`config.mk`:
```
export PLATFORM = sky130hd
export DESIGN_NAME = circle_arc_plotter
export DESIGN_NICKNAME = d
export VERILOG_FILES = /design/src/rtl/circle_pkg.sv /design/src/rtl/circle_octant_map.sv /design/src/rtl/circle_arc_plotter.sv
export SDC_FILE = /design/constraint.sdc
export NUM_CORES = 1
export LEC_CHECK = 0
export ABC_AREA = 1
export BUFFER_PORTS_ARGS = -buffer_cell sky130_fd_sc_hd__buf_2
export CORE_ASPECT_RATIO = 1.75
export CORE_MARGIN = 2
export CORE_UTILIZATION = 40
export CTS_BUF_LIST = sky130_fd_sc_hd__clkbuf_16
export CTS_CLUSTER_SIZE = 8
export DETAILED_ROUTE_END_ITERATION = 8
export PLACE_DENSITY = 0.55
export SLEW_MARGIN = 0
export SYNTH_ARGS = -nofsm -noshare
export SYNTH_HDL_FRONTEND = slang
export SYNTH_SLANG_ARGS = --single-unit
```
`constraint.sdc`:
```
create_clock -name clk -period 3 [get_ports clk]
set_input_delay 0.15 -clock clk [delete_from_list [all_inputs] [get_ports clk]]
set_output_delay 0.15 -clock clk [all_outputs]
set_load 0.005 [all_outputs]
```
`src/rtl/circle_pkg.sv`:
```
// rtl/circle_pkg.sv - shared types and octant table for the midpoint circle plotter
package circle_pkg;

   typedef enum logic [1:0] {
      ST_IDLE,
      ST_INIT,
      ST_PLOT,
      ST_DONE
   } state_t;

   localparam logic [2:0] OCT_FIRST = 3'd0;
   localparam logic [2:0] OCT_LAST  = 3'd7;

   // Bit k of each table describes octant k: negate x term, negate y term, swap x/y.
   localparam logic [7:0] OCT_NEG_X = 8'b0011_1100;
   localparam logic [7:0] OCT_NEG_Y = 8'b1111_0000;
   localparam logic [7:0] OCT_SWAP  = 8'b0110_0110;

   typedef struct packed {
      logic neg_x;
      logic neg_y;
      logic swap;
   } oct_sign_t;

   function automatic oct_sign_t oct_sign(input logic [2:0] oct);
      oct_sign_t s;
      s.neg_x = OCT_NEG_X[oct];
      s.neg_y = OCT_NEG_Y[oct];
      s.swap  = OCT_SWAP[oct];
      return s;
   endfunction

endpackage

```
`src/rtl/circle_octant_map.sv`:
```
// rtl/circle_octant_map.sv - maps one (x,y) step of the first octant into octant oct and clips it
module circle_octant_map
   import circle_pkg::*;
#(
   parameter int X_W      = 8,
   parameter int Y_W      = 7,
   parameter int R_W      = 8,
   parameter int C_W      = 10,
   parameter int SCREEN_W = 160,
   parameter int SCREEN_H = 120
) (
   input  logic [X_W-1:0] cx,
   input  logic [Y_W-1:0] cy,
   input  logic [R_W-1:0] x,
   input  logic [R_W-1:0] y,
   input  logic [2:0]     oct,
   input  logic [7:0]     mask,
   output logic [X_W-1:0] px,
   output logic [Y_W-1:0] py,
   output logic           in_bounds,
   output logic           en
);

   localparam logic signed [C_W-1:0] SCR_W = C_W'(SCREEN_W);
   localparam logic signed [C_W-1:0] SCR_H = C_W'(SCREEN_H);

   oct_sign_t             sgn;
   logic signed [C_W-1:0] cx_w, cy_w, dx, dy, px_w, py_w;

   // C_W is wide enough that neither sum nor difference can wrap.
   always_comb begin
      sgn       = oct_sign(oct);
      cx_w      = C_W'(cx);
      cy_w      = C_W'(cy);
      dx        = sgn.swap ? C_W'(y) : C_W'(x);
      dy        = sgn.swap ? C_W'(x) : C_W'(y);
      px_w      = sgn.neg_x ? (cx_w - dx) : (cx_w + dx);
      py_w      = sgn.neg_y ? (cy_w - dy) : (cy_w + dy);
      in_bounds = !px_w[C_W-1] && (px_w < SCR_W) && !py_w[C_W-1] && (py_w < SCR_H);
      px        = px_w[X_W-1:0];
      py        = py_w[Y_W-1:0];
      en        = mask[oct];
   end

endmodule

```
`src/rtl/circle_arc_plotter.sv`:
```
// rtl/circle_arc_plotter.sv - masked-octant midpoint circle rasteriser with clipping and backpressure
module circle_arc_plotter
   import circle_pkg::*;
#(
   parameter int X_W      = 8,
   parameter int Y_W      = 7,
   parameter int R_W      = 8,
   parameter int SCREEN_W = 160,
   parameter int SCREEN_H = 120
) (
   input  logic           clk,
   input  logic           rst,
   input  logic           start,
   input  logic [2:0]     colour,
   input  logic [X_W-1:0] centre_x,
   input  logic [Y_W-1:0] centre_y,
   input  logic [R_W-1:0] radius,
   input  logic [7:0]     octant_mask,
   input  logic           plot_ready,
   output logic [X_W-1:0] vga_x,
   output logic [Y_W-1:0] vga_y,
   output logic [2:0]     vga_colour,
   output logic           vga_plot,
   output logic           busy,
   output logic           finished
);

   localparam int M_W = (X_W > Y_W) ? X_W : Y_W;
   localparam int C_W = ((M_W > R_W) ? M_W : R_W) + 2;
   localparam int K_W = R_W + 2;

   state_t                state_q, state_d;
   logic [2:0]            oct_q, oct_d;
   logic [R_W-1:0]        x_q, x_d, y_q, y_d, r_q, r_d;
   logic signed [K_W-1:0] crit_q, crit_d;
   logic [X_W-1:0]        cx_q, cx_d;
   logic [Y_W-1:0]        cy_q, cy_d;
   logic [7:0]            mask_q, mask_d;
   logic [2:0]            colour_q, colour_d;
   logic                  busy_q, busy_d, finished_q, finished_d;

   logic [X_W-1:0]        map_px;
   logic [Y_W-1:0]        map_py;
   logic                  map_in_bounds, map_en;
   logic                  plot_now, advance, crit_pos, step_done;
   logic signed [K_W-1:0] x_k, y_k;
   logic [R_W:0]          x_w, y_w;

   circle_octant_map #(
      .X_W(X_W), .Y_W(Y_W), .R_W(R_W), .C_W(C_W),
      .SCREEN_W(SCREEN_W), .SCREEN_H(SCREEN_H)
   ) u_map (
      .cx(cx_q), .cy(cy_q), .x(x_q), .y(y_q), .oct(oct_q), .mask(mask_q),
      .px(map_px), .py(map_py), .in_bounds(map_in_bounds), .en(map_en)
   );

   // Dropping start suppresses the pixel in the same cycle so an aborted draw never leaks a plot.
   assign plot_now   = (state_q == ST_PLOT) && start && map_en && map_in_bounds;
   assign advance    = !plot_now || plot_ready;
   assign vga_plot   = plot_now;
   assign vga_x      = plot_now ? map_px : '0;
   assign vga_y      = plot_now ? map_py : '0;
   assign vga_colour = colour_q;
   assign busy       = busy_q;
   assign finished   = finished_q;

   always_comb begin
      x_k       = K_W'(x_q);
      y_k       = K_W'(y_q);
      x_w       = {1'b0, x_q};
      y_w       = {1'b0, y_q};
      crit_pos  = !crit_q[K_W-1] && (crit_q != '0);
      // Termination tested on widened values so x-1 cannot underflow when radius is 0.
      step_done = crit_pos ? ((y_w + (R_W+1)'(2)) > x_w) : ((y_w + (R_W+1)'(1)) > x_w);
   end

   always_comb begin
      state_d  = state_q;
      oct_d    = oct_q;
      x_d      = x_q;
      y_d      = y_q;
      r_d      = r_q;
      crit_d   = crit_q;
      cx_d     = cx_q;
      cy_d     = cy_q;
      mask_d   = mask_q;
      colour_d = colour_q;
      case (state_q)
         ST_IDLE: begin
            if (start) begin
               cx_d     = centre_x;
               cy_d     = centre_y;
               r_d      = radius;
               mask_d   = octant_mask;
               colour_d = colour;
               state_d  = ST_INIT;
            end
         end
         ST_INIT: begin
            if (!start) begin
               state_d = ST_IDLE;
            end else begin
               x_d     = r_q;
               y_d     = '0;
               crit_d  = K_W'(1) - K_W'(r_q);
               oct_d   = OCT_FIRST;
               state_d = ST_PLOT;
            end
         end
         ST_PLOT: begin
            if (!start) begin
               state_d = ST_IDLE;
            end else if (advance) begin
               oct_d = oct_q + 3'd1;
               if (oct_q == OCT_LAST) begin
                  y_d = y_q + 1'b1;
                  if (crit_pos) begin
                     x_d    = x_q - 1'b1;
                     crit_d = crit_q + ((y_k - x_k) <<< 1) + K_W'(5);
                  end else begin
                     crit_d = crit_q + (y_k <<< 1) + K_W'(3);
                  end
                  if (step_done) state_d = ST_DONE;
               end
            end
         end
         ST_DONE: begin
            if (!start) state_d = ST_IDLE;
         end
         default: state_d = ST_IDLE;
      endcase
      busy_d     = (state_d == ST_INIT) || (state_d == ST_PLOT);
      finished_d = (state_d == ST_DONE);
   end

   always_ff @(posedge clk or posedge rst) begin
      if (rst) begin
         state_q    <= ST_IDLE;
         oct_q      <= '0;
         x_q        <= '0;
         y_q        <= '0;
         r_q        <= '0;
         crit_q     <= '0;
         cx_q       <= '0;
         cy_q       <= '0;
         mask_q     <= '0;
         colour_q   <= '0;
         busy_q     <= 1'b0;
         finished_q <= 1'b0;
      end else begin
         state_q    <= state_d;
         oct_q      <= oct_d;
         x_q        <= x_d;
         y_q        <= y_d;
         r_q        <= r_d;
         crit_q     <= crit_d;
         cx_q       <= cx_d;
         cy_q       <= cy_d;
         mask_q     <= mask_d;
         colour_q   <= colour_d;
         busy_q     <= busy_d;
         finished_q <= finished_d;
      end
   end

endmodule

```
* Yosys cells after proc, flatten, opt, wreduce, memory -nomap -nowiden
Memory sizes are Yosys's and may differ from the RTL's.
Index checks and enable logic that the tools add are counted.
Widths: inputs -> output; s select.
** Storage, ports and cells
- Flip-flop bits (word level) :: 67
- Memory bits (read-only) :: 24
- Word-level logic and storage cells :: 108
- Memories :: 3
** Operators by class
- Add/sub/neg operators :: 15
- $lt $le $gt $ge :: 5
- Equal/unequal tests :: 12
- Multiplexer cells :: 41
- Reduce and logical (&&, ||, !) cells :: 20
** Memories
- (name not given) :: words 8, bits a word 1, rd ports 1, clocked after Yosys merged registers in 0, wr ports 0, RTL line circle_pkg.sv:28 : s.neg_y = OCT_NEG_Y[oct];
- (name not given) :: words 8, bits a word 1, rd ports 1, clocked after Yosys merged registers in 0, wr ports 0, RTL line circle_pkg.sv:27 : s.neg_x = OCT_NEG_X[oct];
- (name not given) :: words 8, bits a word 1, rd ports 1, clocked after Yosys merged registers in 0, wr ports 0, RTL line circle_pkg.sv:29 : s.swap = OCT_SWAP[oct];
** Operator list (number)
- $mux 8 :: 12
- $mux 10 :: 7
- $pmux 8 s2 :: 2
- $add 10x10->10 :: 2
- $pmux 10 s2 :: 1
- $gt 9x8->1 :: 2
- $mux 2 :: 7
- $add 10x3->10 const B :: 1
- $add 10x4->10 const B :: 1
- $add 8x10->10 :: 1
- $add 9x10->10 :: 1
- $lt 10x8->1 const B :: 1
- $lt 10x9->1 const B :: 1
- $reduce_bool 10->1 :: 1
- $sub 8x10->10 :: 1
- $sub 9x10->10 :: 1
- $add 8x1->9 const B :: 1
- $add 8x2->9 const B :: 1
- $mux 3 :: 3
- $sub 1x8->9 const A :: 1
- $sub 8x8->9 :: 1
- $add 8x1->8 const B :: 1
- $eq 2x2->1 const B :: 4
- $ne 2x2->1 const B :: 4
- 20 further kinds :: 35

* Logic depth before layout (Yosys ltp)
Gate-level depths: netlist of the first run.
- Word-level depth :: 17
- Depth in mapped cells :: 24

* By module
From an unflattened synthesis of the first run, not the netlist that was laid out.
** Second synthesis, totals
- Cell total of the unflattened synthesis :: 1002
- Area, all modules :: 7108.1 um^2
** By module, submodules not included
- circle_arc_plotter :: times used 1, cells an instance 646, area each 5221.3 um^2, sequential area each 1676.6 um^2
- circle_octant_map :: times used 1, cells an instance 356, area each 1886.8 um^2, sequential area each 0.0 um^2

* Worst setup path before layout of the first run
No wires, ideal clock.
- Path kind :: reg-to-reg
- From :: register y_q[0]
- To :: register crit_q[8]
- Setup time :: 0.117 ns
- Arrival time :: 3.177 ns
- Data required time :: 2.883 ns
- Path slack :: -0.294 ns
- Cell stages (with the launch flop) :: 22
- Buffers on the path :: 0
- Period minus slack after synthesis :: 3.294 ns
- Path through :: dfrtp_1 > inv_1 > ha_1 > inv_1 > fa_1 > nand3_1 > nand2_1 > a21oi_1 > o21ai_0 > xor2_1 > ha_1 > ha_1 > a21o_1 > a31oi_1 > nand2_1 > xor2_1 > nand2_1 > nand2_1 > nand2_1 > nand2_1 > nand4_1 > nand2_1
** Between the ends
- Longest elaborated chain between the ends :: 12
** Ends and longest elaborated chain
- start, declared :: RTL line circle_arc_plotter.sv:34 : logic [R_W-1:0] x_q, x_d, y_q, y_d, r_q, r_d;
- start signal, assigned :: RTL line circle_arc_plotter.sv:154 : y_q <= y_d;
- branches (longest 12 deep; another with $add 10x10->10)
- end signal, assigned :: RTL line circle_arc_plotter.sv:156 : crit_q <= crit_d;
- end, declared :: RTL line circle_arc_plotter.sv:35 : logic signed [K_W-1:0] crit_q, crit_d;
Parallel ways; which one is timed is not known. The select of a mux whose other input is x is not followed.
A chain may end at the register's enable or synchronous reset.

* Worst setup path after layout of the first run
- From :: register oct_q[0]
- To :: output port vga_x[2]
** Between the ends
- Longest elaborated chain between the ends :: 11
** Ends and longest elaborated chain
- start, declared :: RTL line circle_arc_plotter.sv:33 : logic [2:0] oct_q, oct_d;
- start signal, assigned :: RTL line circle_arc_plotter.sv:152 : oct_q <= oct_d;
- $mem_v2 8x1
- $mux 1 (not written as such) :: RTL line circle_pkg.sv:29
- $mux 8 :: RTL line circle_octant_map.sv:35 : dx = sgn.swap ? C_W'(y) : C_W'(x);
- $add 9x10->10 / $sub 9x10->10 (equally long branches) :: RTL line circle_octant_map.sv:37 : px_w = sgn.neg_x ? (cx_w - dx) : (cx_w + dx);
- $mux 10 :: RTL line circle_octant_map.sv:37
- $lt 10x9->1 / $logic_not 1->1 (equally long branches) :: RTL line circle_octant_map.sv:39 : in_bounds = !px_w[C_W-1] && (px_w < SCR_W) && !py_w[C_W-1] && (py_w < SCR_H);
- $logic_and 1x1->1 (3 in series) :: RTL line circle_octant_map.sv:39
- $logic_and 1x1->1 :: RTL line circle_arc_plotter.sv:58 : assign plot_now = (state_q == ST_PLOT) && start && map_en && map_in_bounds;
- $mux 8 (*) :: RTL line circle_arc_plotter.sv:61 : assign vga_x = plot_now ? map_px : '0;
- end, declared :: RTL line circle_arc_plotter.sv:20 : output logic [X_W-1:0] vga_x,
Every way passes the cells marked *; elsewhere a longest branch is shown, timed or not. The select of a mux whose other input is x is not followed.

==> flow_summary_export.csv, run 1 <==
group,metric,value,unit
cts,htreeDepth,3,
worst_hold_path,hold_path.class,"input pin to register",
setup_path,worstPathMaxFanout,7,
timing,rsz0062_at_grt,"true",
run_status,violations,"negative setup slack",
global_route,antenna_found_initial,0,
synth,synth_edf_count,0,
timing,setup_tns,-12.13,ns
layout,num-fill-cells,1780,
setup_path,cp.required,2.85,ns
timing,finalSetupViolCount,48,
timing,fin_crit,3.45,ns
setup_path,r2r_slack,-0.23,ns
drt,first_iter_violations,278,
timing,worstMarginPinSlew,0.790,ns
timing,skew,0.0136,ns
drt,firstDrtPassIters,4,
synth,synth_nets,1151,
place,place.gp.congestion,0.936,
floorplan,coreArea,0.0175,mm2
setup_path,worst_path_max_delay_cell,"dfrtp_2",
synth,synth_top_cell_area_share,23.6,%
power_and_ir_drop,total_power,13.1,mW
global_route,grt_max_degree,38,
cts,cts_tree,"done",
drt,routed_wl,24.0,mm
layout,final_layout_size_suffix_gt1_share,35.5,%
drt,wl_met2,13.8,mm
power_and_ir_drop,ir_drop,1.03,mV
floorplan,die-area,0.0189,mm2
synth,ys_top_cells_by_area,"dfrtp_1, ha_1, nand2_1",
floorplan,die_height,180,um
cts,cts_buffer_depth,2,
layout,diodes,0,
synth,ys_seq_area_share,23.6,%
drt,wl_met1,8.45,mm
global_route,grt_pass1_wl,37.5,mm
drt,viasPerCell,5.15,
layout,final_common_cell,"nand2_1",
floorplan,die_width,105,um
setup_path,critPathArrivalTime,3.30,ns
setup_path,critPathKind,"register to primary output",
timing,timing.fmax,0.289,GHz
global_route,grt_use_total,25.4,%
power_and_ir_drop,p_leak,5.13,nW
synth,synth_cells,1012,
power_and_ir_drop,p_per_area,1310,mW/mm2
setup_path,cp_common_cell,"nand2_1",
setup_path,cp_cell_sequence,"ha_4 -> buf_4 -> nand2_2 -> o21ai_4 -> buf_4 -> fa_2 -> inv_1 -> nor2_1 -> o21ai_2 -> nand2_1 -> nand2_1 -> nand2_1 -> nand2_1 -> nor2_2 -> nand2_2 -> nand4_1 -> nor2_2 -> inv_2 -> clkbuf_16 -> nor2_1 -> buf_2",
synth,synth_top_flop_cell,"dfrtp_1",
synth,synth.distinct_cells,44,
drt,dr_wl_met3,546,um
floorplan,std_cell_rows,64,
timing,hold_viol_final,0,
synth,async_reset_ff_share,100,%
global_route,grt_pass1_vias,7588,
floorplan,io_pins,59,
place,io_buffers,58,
timing,slew_headroom,47.3,%
cts,cts_sinks,67,
layout,multi_input_area,0.00553,mm2
floorplan,start_util,40.7,%
setup_path,crit_path_start_kind,"register",
place,place_area,0.00869,mm2
layout,seqCellArea,0.00168,mm2
synth,synth.avg_cell_area,7.01,um2
synth,ys_warn_count,0,
drt,top_layer_used,"met4",
layout,area_growth,40.7,%
cts,clk_pin_slew,0.07,ns
layout,fin_area,0.00999,mm2
layout,finalNetCount,1356,
place,dpl.hpwl,18.8,mm
cts,numCtsBuffers,9,
global_route,overflow,0,
setup_path,cp_top_family,"simple AND/OR/NAND/NOR gates",
timing,period_share,115,%
synth,synth_top_area_cell,"dfrtp_1",
job,drv_cap,0,
setup_path,end_kind,"primary output",
layout,layout_common_cells,"nand2_1, buf_4, inv_1",
setup_path,slowest_delay,0.44,ns
timing,setup_ws,-0.455,ns
setup_path,critPathBufInv,6,
drt,num_vias,7488,
synth,ys_seq_elements,67,
drt,drc_errors,0,
drt,avgRoutedWirePerCell,16.6,um
run_status,outcome,"complete, but fails checks",
synth,syn_area,0.00710,mm2
timing,slew_viol_final,0,
cts,insertion_delay,0.35,ns
drt,drtAntennaViolNets,0,
cts,cts-root-buf,"clkbuf_16",
-- Yosys cell counts (3+ instances only) --
| cell type | count |
|---|---|
| xnor2_1 | 3 |
| nand3_1 | 59 |
| dfrtp_1 | 67 |
| mux2_2 | 25 |
| a31oi_1 | 5 |
| inv_1 | 125 |
| a21o_1 | 4 |
| nand4_1 | 40 |
| nand3b_1 | 4 |
| nor3_1 | 11 |
| fa_1 | 7 |
| ha_1 | 94 |
| nand2_1 | 266 |
| inv_2 | 11 |
| xor2_1 | 32 |
| nor2_1 | 81 |
| o21a_1 | 7 |
| o21ai_0 | 49 |
| clkbuf_1 | 14 |
| buf_2 | 6 |
| a21oi_1 | 58 |
| o21ai_1 | 6 |
| nand2_2 | 7 |
-- power breakdown --
part           switching (mW)  internal [mW]  leakage [nW]
clock network           0.432          0.641         0.141
registers               0.397           1.26         0.809
logic                    5.46           4.88          4.18
total                    6.29           6.78          5.13
-- worst register-to-register path, cell delays in order, from the launching register on --
cell,delay [ns]
dfrtp_2,0.44
ha_4,0.36
buf_12,0.14
nand2_4,0.05
o21ai_4,0.07
ha_2,0.20
inv_2,0.05
fa_2,0.39
nand3_2,0.08
nand3_2,0.09
nand2_1,0.07
nand2_1,0.06
nand2_1,0.07
nand2_1,0.06
nor2_2,0.10
nand2_2,0.07
buf_6,0.11
nand2_2,0.05
inv_2,0.04
nand3_4,0.12
buf_6,0.14
nand3_4,0.16
nand2_2,0.14
nand2_2,0.06
-- repair_timing --
action | CTS | global route
setup buffers | 15 | 8
cloned | 1 | 2
pin swaps | 23 | 51
setup endpoints to repair | 48 | 48
endpoints found under the hold margin | 20 | 0
gates resized for setup | 67 | 125
hold buffers | 1 | 0
-- flip-flops by register name, summed over array words and instances (netlist names) --
register    cells
crit_q         10
cx_q            8
mask_q          8
r_q             8
x_q             8
y_q             8
cy_q            7
oct_q           3
vga_colour      3
state_q         2
busy            1
finished        1
-- metrics by stage --
step	cells	hold WS (ns)	util [%]	setup slack (ns)
finish	1453	0.0350	57.2	-0.455
global placement	1413	0.328	49.8	-0.372
floorplan	1012	0.300	-	-0.0318
CTS	1446	0.0303	53.8	-0.411
detailed placement	1413	0.353	49.8	-0.405
global route	1453	0.0346	57.2	-0.623
-- per-layer routing --
metal	vias to the layer above	track usage, %
met5	-	0
li1	3743	-
met2	136	50.6
met3	59	2.75
met4	0	14.1
met1	3550	24.6
-- area by class of cell --
type | count | share of cell area, %
clock buffer | 9 | 2.26
timing repair buffer | 219 | 16.7
inverter | 138 | 5.26
clock inverter | 7 | 0.677
tap | 231 | 2.89
sequential | 67 | 16.8
multi-input combinational | 782 | 55.4
-- cell families after synthesis --
logic type | synth area share, %
adder cells (fa/ha/maj) | 18.5
XOR/XNOR | 4.32
AND/OR/NAND/NOR | 29.2
flip-flops | 23.6
AO/OA/AOI/OAI | 10.9
buffers and inverters | 9.27
multiplexers | 4.11
-- final timing paths --
check,startpoint,cells past startpoint,end
worst max-delay path,oct_q[0]$_DFFE_PP0P_,21,vga_x[2]
worst min-delay path,centre_x[7],2,cx_q[7]$_DFFE_PP0P_
worst max register to register,oct_q[0]$_DFFE_PP0P_,23,x_q[1]$_DFFE_PP0P_
worst min register to register,vga_colour[1]$_DFFE_PP0P_,1,vga_colour[1]$_DFFE_PP0P_
max in group asynchronous,rst,4,oct_q[1]$_DFFE_PP0P_
min in group asynchronous,rst,3,r_q[0]$_DFFE_PP0P_
No activity file was read; power rests on OpenSTA's default activity.
==> inputs of run 2 (changes only) <==
- PLACE_DENSITY: 0.55 -> default
==> run 2 against run 1 <==
- the run still ends with negative setup slack left
- sequential power grew 2%
- non-clock buffer count down 7
- die area did not move
- worst hold slack lost 0.011 ns
- register-to-register slack worse by 0.04 ns
- wire length increased by 3.9%
- via count grew 3.4%
- clock-buffer cell count stayed put
- total power grew 1.5%
- first-iteration DRC count increased by 12%
- critical path depth fell by 2
- largest cell class unchanged
==> flow_summary_export.csv, run 2 (synthesized netlist as in run 1, its figures left out) <==
group,metric,value,unit
drt,drc_errors,0,
floorplan,coreArea,0.0175,mm2
global_route,overflow,0,
timing,hold_slack,0.0243,ns
timing,rsz0062_at_grt,"true",
timing,finalSetupViolCount,48,
power_and_ir_drop,p_sw_share,49.3,%
global_route,grt_max_degree,44,
layout,multi_input_area,0.00557,mm2
setup_path,cp.required,2.85,ns
timing,worstMarginPinSlew,1.01,ns
setup_path,end_kind,"primary output",
floorplan,die_height,180,um
floorplan,std_cell_rows,64,
layout,diodes,0,
cts,clk_pin_slew,0.06,ns
global_route,grt_pass1_wl,39.2,mm
power_and_ir_drop,combPwrFrac,78.9,%
setup_path,worstPathMaxFanout,8,
layout,largest-register,"crit_q",
floorplan,die-area,0.0189,mm2
setup_path,critPathArrivalTime,3.32,ns
worst_hold_path,hold_start,"colour[0]",
place,place.gp.congestion,0.941,
cts,cts_tree,"done",
layout,seqCellArea,0.00168,mm2
power_and_ir_drop,switching_power,6.55,mW
floorplan,die_width,105,um
timing,skew,0.00833,ns
power_and_ir_drop,p_clk_share,8.4,%
place,dpl_worst_slack,-0.483,ns
global_route,antenna_found_initial,0,
timing,slew_headroom,32.2,%
power_and_ir_drop,ir_drop,0.833,mV
layout,fin_area,0.00999,mm2
timing,hold_viol_final,0,
drt,first_iter_violations,312,
cts,htreeDepth,3,
setup_path,reg2reg_depth,22,
layout,final_layout_size_suffix_gt1_share,35.0,%
cts,numCtsBuffers,9,
drt,viasPerCell,5.34,
timing,timing.fmax,0.288,GHz
timing,setup_ws,-0.468,ns
setup_path,r2r-start,"oct_q[0]$_DFFE_PP0P_",
power_and_ir_drop,power.share.sequential,12.7,%
run_status,outcome,"complete, but fails checks",
place,place_area,0.00847,mm2
setup_path,timing.rr.end,"busy$_DFF_PP0_",
worst_hold_path,hold_depth,2,
timing,period_share,116,%
layout,final_common_cell,"nand2_1",
layout,finalNetCount,1354,
floorplan,io_pins,59,
timing,fin_crit,3.47,ns
global_route,grt_pass1_vias,7883,
floorplan,start_util,40.7,%
run_status,violations,"negative setup slack",
timing,slew_viol_final,0,
power_and_ir_drop,p_leak,5.09,nW
cts,insertion_delay,0.35,ns
drt,routed_wl,25.0,mm
worst_hold_path,hold_path.class,"input pin to register",
setup_path,critPathKind,"register to primary output",
power_and_ir_drop,p_per_area,1330,mW/mm2
setup_path,crit_path_start_kind,"register",
drt,avgRoutedWirePerCell,17.2,um
drt,firstDrtPassIters,7,
power_and_ir_drop,p_int,6.72,mW
cts,cts_buffer_depth,2,
layout,num-fill-cells,1672,
cts,cts_sinks,67,
layout,layout_common_cells,"nand2_1, buf_4, inv_1",
layout,largest_register_ffs,10,
global_route,grt_use_total,26.6,%
place,dpl.hpwl,18.6,mm
drt,num_vias,7742,
setup_path,r2r_slack,-0.27,ns
drt,drtAntennaViolNets,0,
place,io_buffers,58,
worst_hold_path,hold_end,"vga_colour[0]$_DFFE_PP0P_",
job,drv_cap,0,
layout,area_growth,40.7,%
cts,cts-root-buf,"clkbuf_16",
## run 2: changes by cell type in the layout (fill, tap and decap cells not counted), sizes merged
cell      before  now
clkinv         5    3
clkinvlp       1    2
inv          138  140
buf          216  211
nand3         62   66
clkbuf        11    9
## run 2: how the worst max path moves through the flow
stage	from	to	slack (ns)
2_1_floorplan	y_q[0]$_DFFE_PP0P_	crit_q[8]$_DFFE_PP0P_	-0.03
3_3_place_gp	oct_q[0]$_DFFE_PP0P_	busy$_DFF_PP0_	-0.41
3_5_place_dp	oct_q[0]$_DFFE_PP0P_	busy$_DFF_PP0_	-0.48
4_1_cts	oct_q[1]$_DFFE_PP0P_	vga_x[0]	-0.41
5_1_grt	oct_q[0]$_DFFE_PP0P_	vga_x[1]	-0.63
6_report	oct_q[0]$_DFFE_PP0P_	vga_x[7]	-0.47
## run 2: through the flow
step                      util (%)  setup TNS [ns]  instances  power [mW]
final                         57.2          -12.62       1451        13.3
after global routing          57.2          -20.11       1451        14.4
after CTS                     55.1          -10.34       1441        12.5
after detailed placement      48.5          -17.58       1388        10.1
after global placement        48.5          -14.15       1388        9.98
after floorplan                  -         -0.0318       1012        6.81
## run 2: per-layer routing
| metal | share of wire, % | global-route usage [%] |
|---|---|---|
| met2 | 56 | 52.6 |
| met1 | 33 | 23.9 |
| met3 | 3.4 | 3.40 |
| met4 | 7.9 | 19.5 |
| met5 | 0 | 0 |
## run 2: repair_timing
| item | CTS | global route |
|---|---|---|
| hold buffers | 1 | 0 |
| setup buffers | 29 | 10 |
| endpoints found under the setup margin | 48 | 48 |
| resized for setup | 112 | 78 |
| hold endpoints to repair | 27 | 0 |
| gates cloned | 7 | 0 |
| pin swaps | 44 | 56 |
## run 2: critical path, cell delays in order (launching register included)
cell and delay, ns:
dfrtp_2 0.42, ha_4 0.38, buf_12 0.15, nand2_1 0.06, o21ai_1 0.10, buf_4 0.15
ha_4 0.21, buf_4 0.15, nor2_4 0.10, nand2_2 0.07, nand2_1 0.05, nand2_1 0.05
nand4_1 0.11, nand3_1 0.08, nor2_1 0.10, nand4_1 0.14, nor2_4 0.20, clkinv_4 0.17
a21oi_2 0.14, buf_2 0.12
## run 2: power by group through the flow
stage / Combinational [mW] / Sequential (mW) / Clock (mW)
finish: 10.5 / 1.69 / 1.11
global route: 11.5 / 1.73 / 1.16
CTS: 9.72 / 1.66 / 1.11
detailed placement: 8.41 / 1.64 / 0
global placement: 8.34 / 1.63 / 0
floorplan: 5.26 / 1.55 / 0
## run 2: area by class of cell
cell class,instances,area share (%)
clock inverter,7,0.764
timing repair inverter,1,0.113
timing repair buffer,212,16.0
clock buffer,9,2.26
sequential,67,16.8
inverter,138,5.37
tap,231,2.89
multi-input combinational,786,55.7
==> inputs of run 3 (changes only) <==
- CORE_MARGIN: 2 -> 4
- REMOVE_ABC_BUFFERS: default -> 1
==> run 3 against run 2 <==
- the flow still finishes with violations (negative setup slack)
- register-to-register slack worse by 0.11 ns
- sequential share of layout area is 0.38 points lower
- clock power up 5%
==> flow_summary_export.csv, run 3 (synthesized netlist as in run 1, its figures left out) <==
group,metric,value,unit
drt,drc_errors,0,
setup_path,cp_top_family,"simple AND/OR/NAND/NOR gates",
place,io_buffers,58,
setup_path,timing.rr.end,"y_q[3]$_DFFE_PP0P_",
cts,cts_sinks,67,
timing,period_share,116,%
timing,slew_headroom,35.2,%
timing,skew,0.00918,ns
layout,area_growth,43.6,%
global_route,grt_pass1_wl,38.9,mm
layout,num-fill-cells,1629,
layout,final_layout_size_suffix_gt1_share,35.4,%
layout,largest_register_ffs,10,
power_and_ir_drop,p_leak,5.20,nW
global_route,grt_use_total,25.1,%
timing,setup_ws,-0.477,ns
floorplan,std_cell_rows,64,
layout,diodes,0,
setup_path,cp_common_cell,"nand2_1",
setup_path,end_kind,"primary output",
setup_path,crit_path_start_kind,"register",
drt,drtAntennaViolNets,0,
place,dpl.hpwl,17.9,mm
setup_path,worst_path_max_delay_cell,"dfrtp_1",
power_and_ir_drop,p_clk_share,8.6,%
floorplan,die_width,109,um
global_route,grt_pass1_vias,8060,
power_and_ir_drop,p_sw_share,48.3,%
cts,htreeDepth,3,
drt,num_vias,7765,
floorplan,start_util,40.7,%
job,drv_cap,0,
cts,clk_pin_slew,0.06,ns
layout,finalNetCount,1365,
setup_path,worstPathMaxFanout,8,
setup_path,r2r-start,"oct_q[0]$_DFFE_PP0P_",
drt,viasPerCell,5.31,
drt,avgRoutedWirePerCell,17.0,um
power_and_ir_drop,power.share.sequential,12.3,%
timing,hold_viol_final,0,
floorplan,coreArea,0.0175,mm2
worst_hold_path,hold_path.class,"input pin to register",
global_route,antenna_found_initial,0,
setup_path,critPathArrivalTime,3.33,ns
setup_path,cp_cell_sequence,"ha_4 -> buf_12 -> nand2_4 -> o21ai_4 -> buf_6 -> inv_1 -> ha_1 -> inv_1 -> o21ai_0 -> nand2_1 -> nand4_1 -> nand2_1 -> nand2_1 -> nand2_2 -> nand2_2 -> nand4_1 -> nor2_4 -> clkinv_4 -> a21oi_2 -> buf_2",
timing,timing.fmax,0.288,GHz
timing,finalSetupViolCount,48,
worst_hold_path,hold_depth,2,
timing,hold_slack,0.0369,ns
power_and_ir_drop,p_per_area,1330,mW/mm2
timing,slew_viol_final,0,
cts,insertion_delay,0.34,ns
power_and_ir_drop,ir_drop,0.753,mV
run_status,outcome,"complete, but fails checks",
setup_path,r2r_slack,-0.38,ns
timing,rsz0062_at_grt,"true",
layout,layout_common_cells,"nand2_1, buf_4, inv_1",
power_and_ir_drop,total_power,13.5,mW
place,dpl_worst_slack,-0.490,ns
timing,fin_crit,3.48,ns
drt,routed_wl,24.9,mm
run_status,violations,"negative setup slack",
cts,numCtsBuffers,9,
worst_hold_path,hold_start,"colour[1]",
timing,worstMarginPinSlew,0.968,ns
floorplan,die-area,0.0200,mm2
drt,firstDrtPassIters,4,
cts,cts_tree,"done",
power_and_ir_drop,p_int,6.99,mW
layout,final_common_cell,"nand2_1",
floorplan,die_height,184,um
cts,cts-root-buf,"clkbuf_16",
power_and_ir_drop,switching_power,6.55,mW
worst_hold_path,hold_end,"vga_colour[1]$_DFFE_PP0P_",
setup_path,slowest_delay,0.41,ns
floorplan,io_pins,59,
global_route,overflow,0,
place,place.gp.congestion,0.976,
power_and_ir_drop,combPwrFrac,79.2,%
setup_path,critPathBufInv,6,
setup_path,critPathKind,"register to primary output",
setup_path,cp.required,2.85,ns
drt,first_iter_violations,391,
global_route,grt_max_degree,42,
layout,largest-register,"crit_q",
cts,cts_buffer_depth,2,
setup_path,reg2reg_depth,22,
[run 3: layer usage]
| metal | up-vias | GRT usage (%) | share of wire (%) |
|---|---|---|---|
| li1 | 3784 | - | - |
| met1 | 3660 | 22.6 | 33 |
| met2 | 222 | 48.7 | 56 |
| met3 | 99 | 2.91 | 3.3 |
| met4 | 0 | 20.0 | 8.4 |
| met5 | - | 0 | 0 |
[run 3: repair_timing]
action | in CTS | in global routing
hold buffers | 1 | 0
pin swaps | 44 | 41
setup buffers | 29 | 8
gates resized for setup | 153 | 70
cloned | 10 | 0
endpoints found under the hold margin | 32 | 0
setup endpoints to repair | 48 | 48
[run 3: area by class of cell]
type | count | area, um2 | area share, %
Clock buffer | 9 | 225 | 2.21
Clock inverter | 6 | 88.8 | 0.872
Inverter | 138 | 541 | 5.30
Multi-Input combinational cell | 786 | 5630 | 55.2
Sequential cell | 67 | 1680 | 16.5
Tap cell | 231 | 289 | 2.84
Timing Repair Buffer | 223 | 1730 | 17.0
Timing Repair inverter | 1 | 11.3 | 0.111
[run 3: stage by stage]
stage / setup TNS, ns / utilization [%] / instances / cell area (um2)
finish: -16.91 / 58.4 / 1461 / 10200
global route: -26.62 / 58.4 / 1461 / 10200
detailed placement: -18.27 / 48.7 / 1401 / 8500
global placement: -17.59 / 48.7 / 1401 / 8500
floorplan: -17.17 / - / 987 / 6960
CTS: -14.71 / 56.8 / 1456 / 9920
[run 3: worst max path at each step]
stage / start / endpoint / depth (start not counted)
2_1_floorplan: oct_q[1]$_DFFE_PP0P_ / crit_q[0]$_DFFE_PP0P_ / 18
3_3_place_gp: oct_q[0]$_DFFE_PP0P_ / busy$_DFF_PP0_ / 19
3_5_place_dp: oct_q[0]$_DFFE_PP0P_ / vga_y[1] / 18
4_1_cts: oct_q[1]$_DFFE_PP0P_ / vga_y[5] / 16
5_1_grt: oct_q[0]$_DFFE_PP0P_ / vga_y[4] / 20
6_report: oct_q[0]$_DFFE_PP0P_ / vga_y[1] / 20
[run 3: power by group through the flow]
stage	registers [mW]	clock network (mW)	logic [mW]
2_1_floorplan	1.53	0	5.06
3_3_place_gp	1.59	0	8.24
3_5_place_dp	1.61	0	8.28
4_1_cts	1.64	1.18	10.0
5_1_grt	1.69	1.22	11.8
6_report	1.66	1.16	10.7
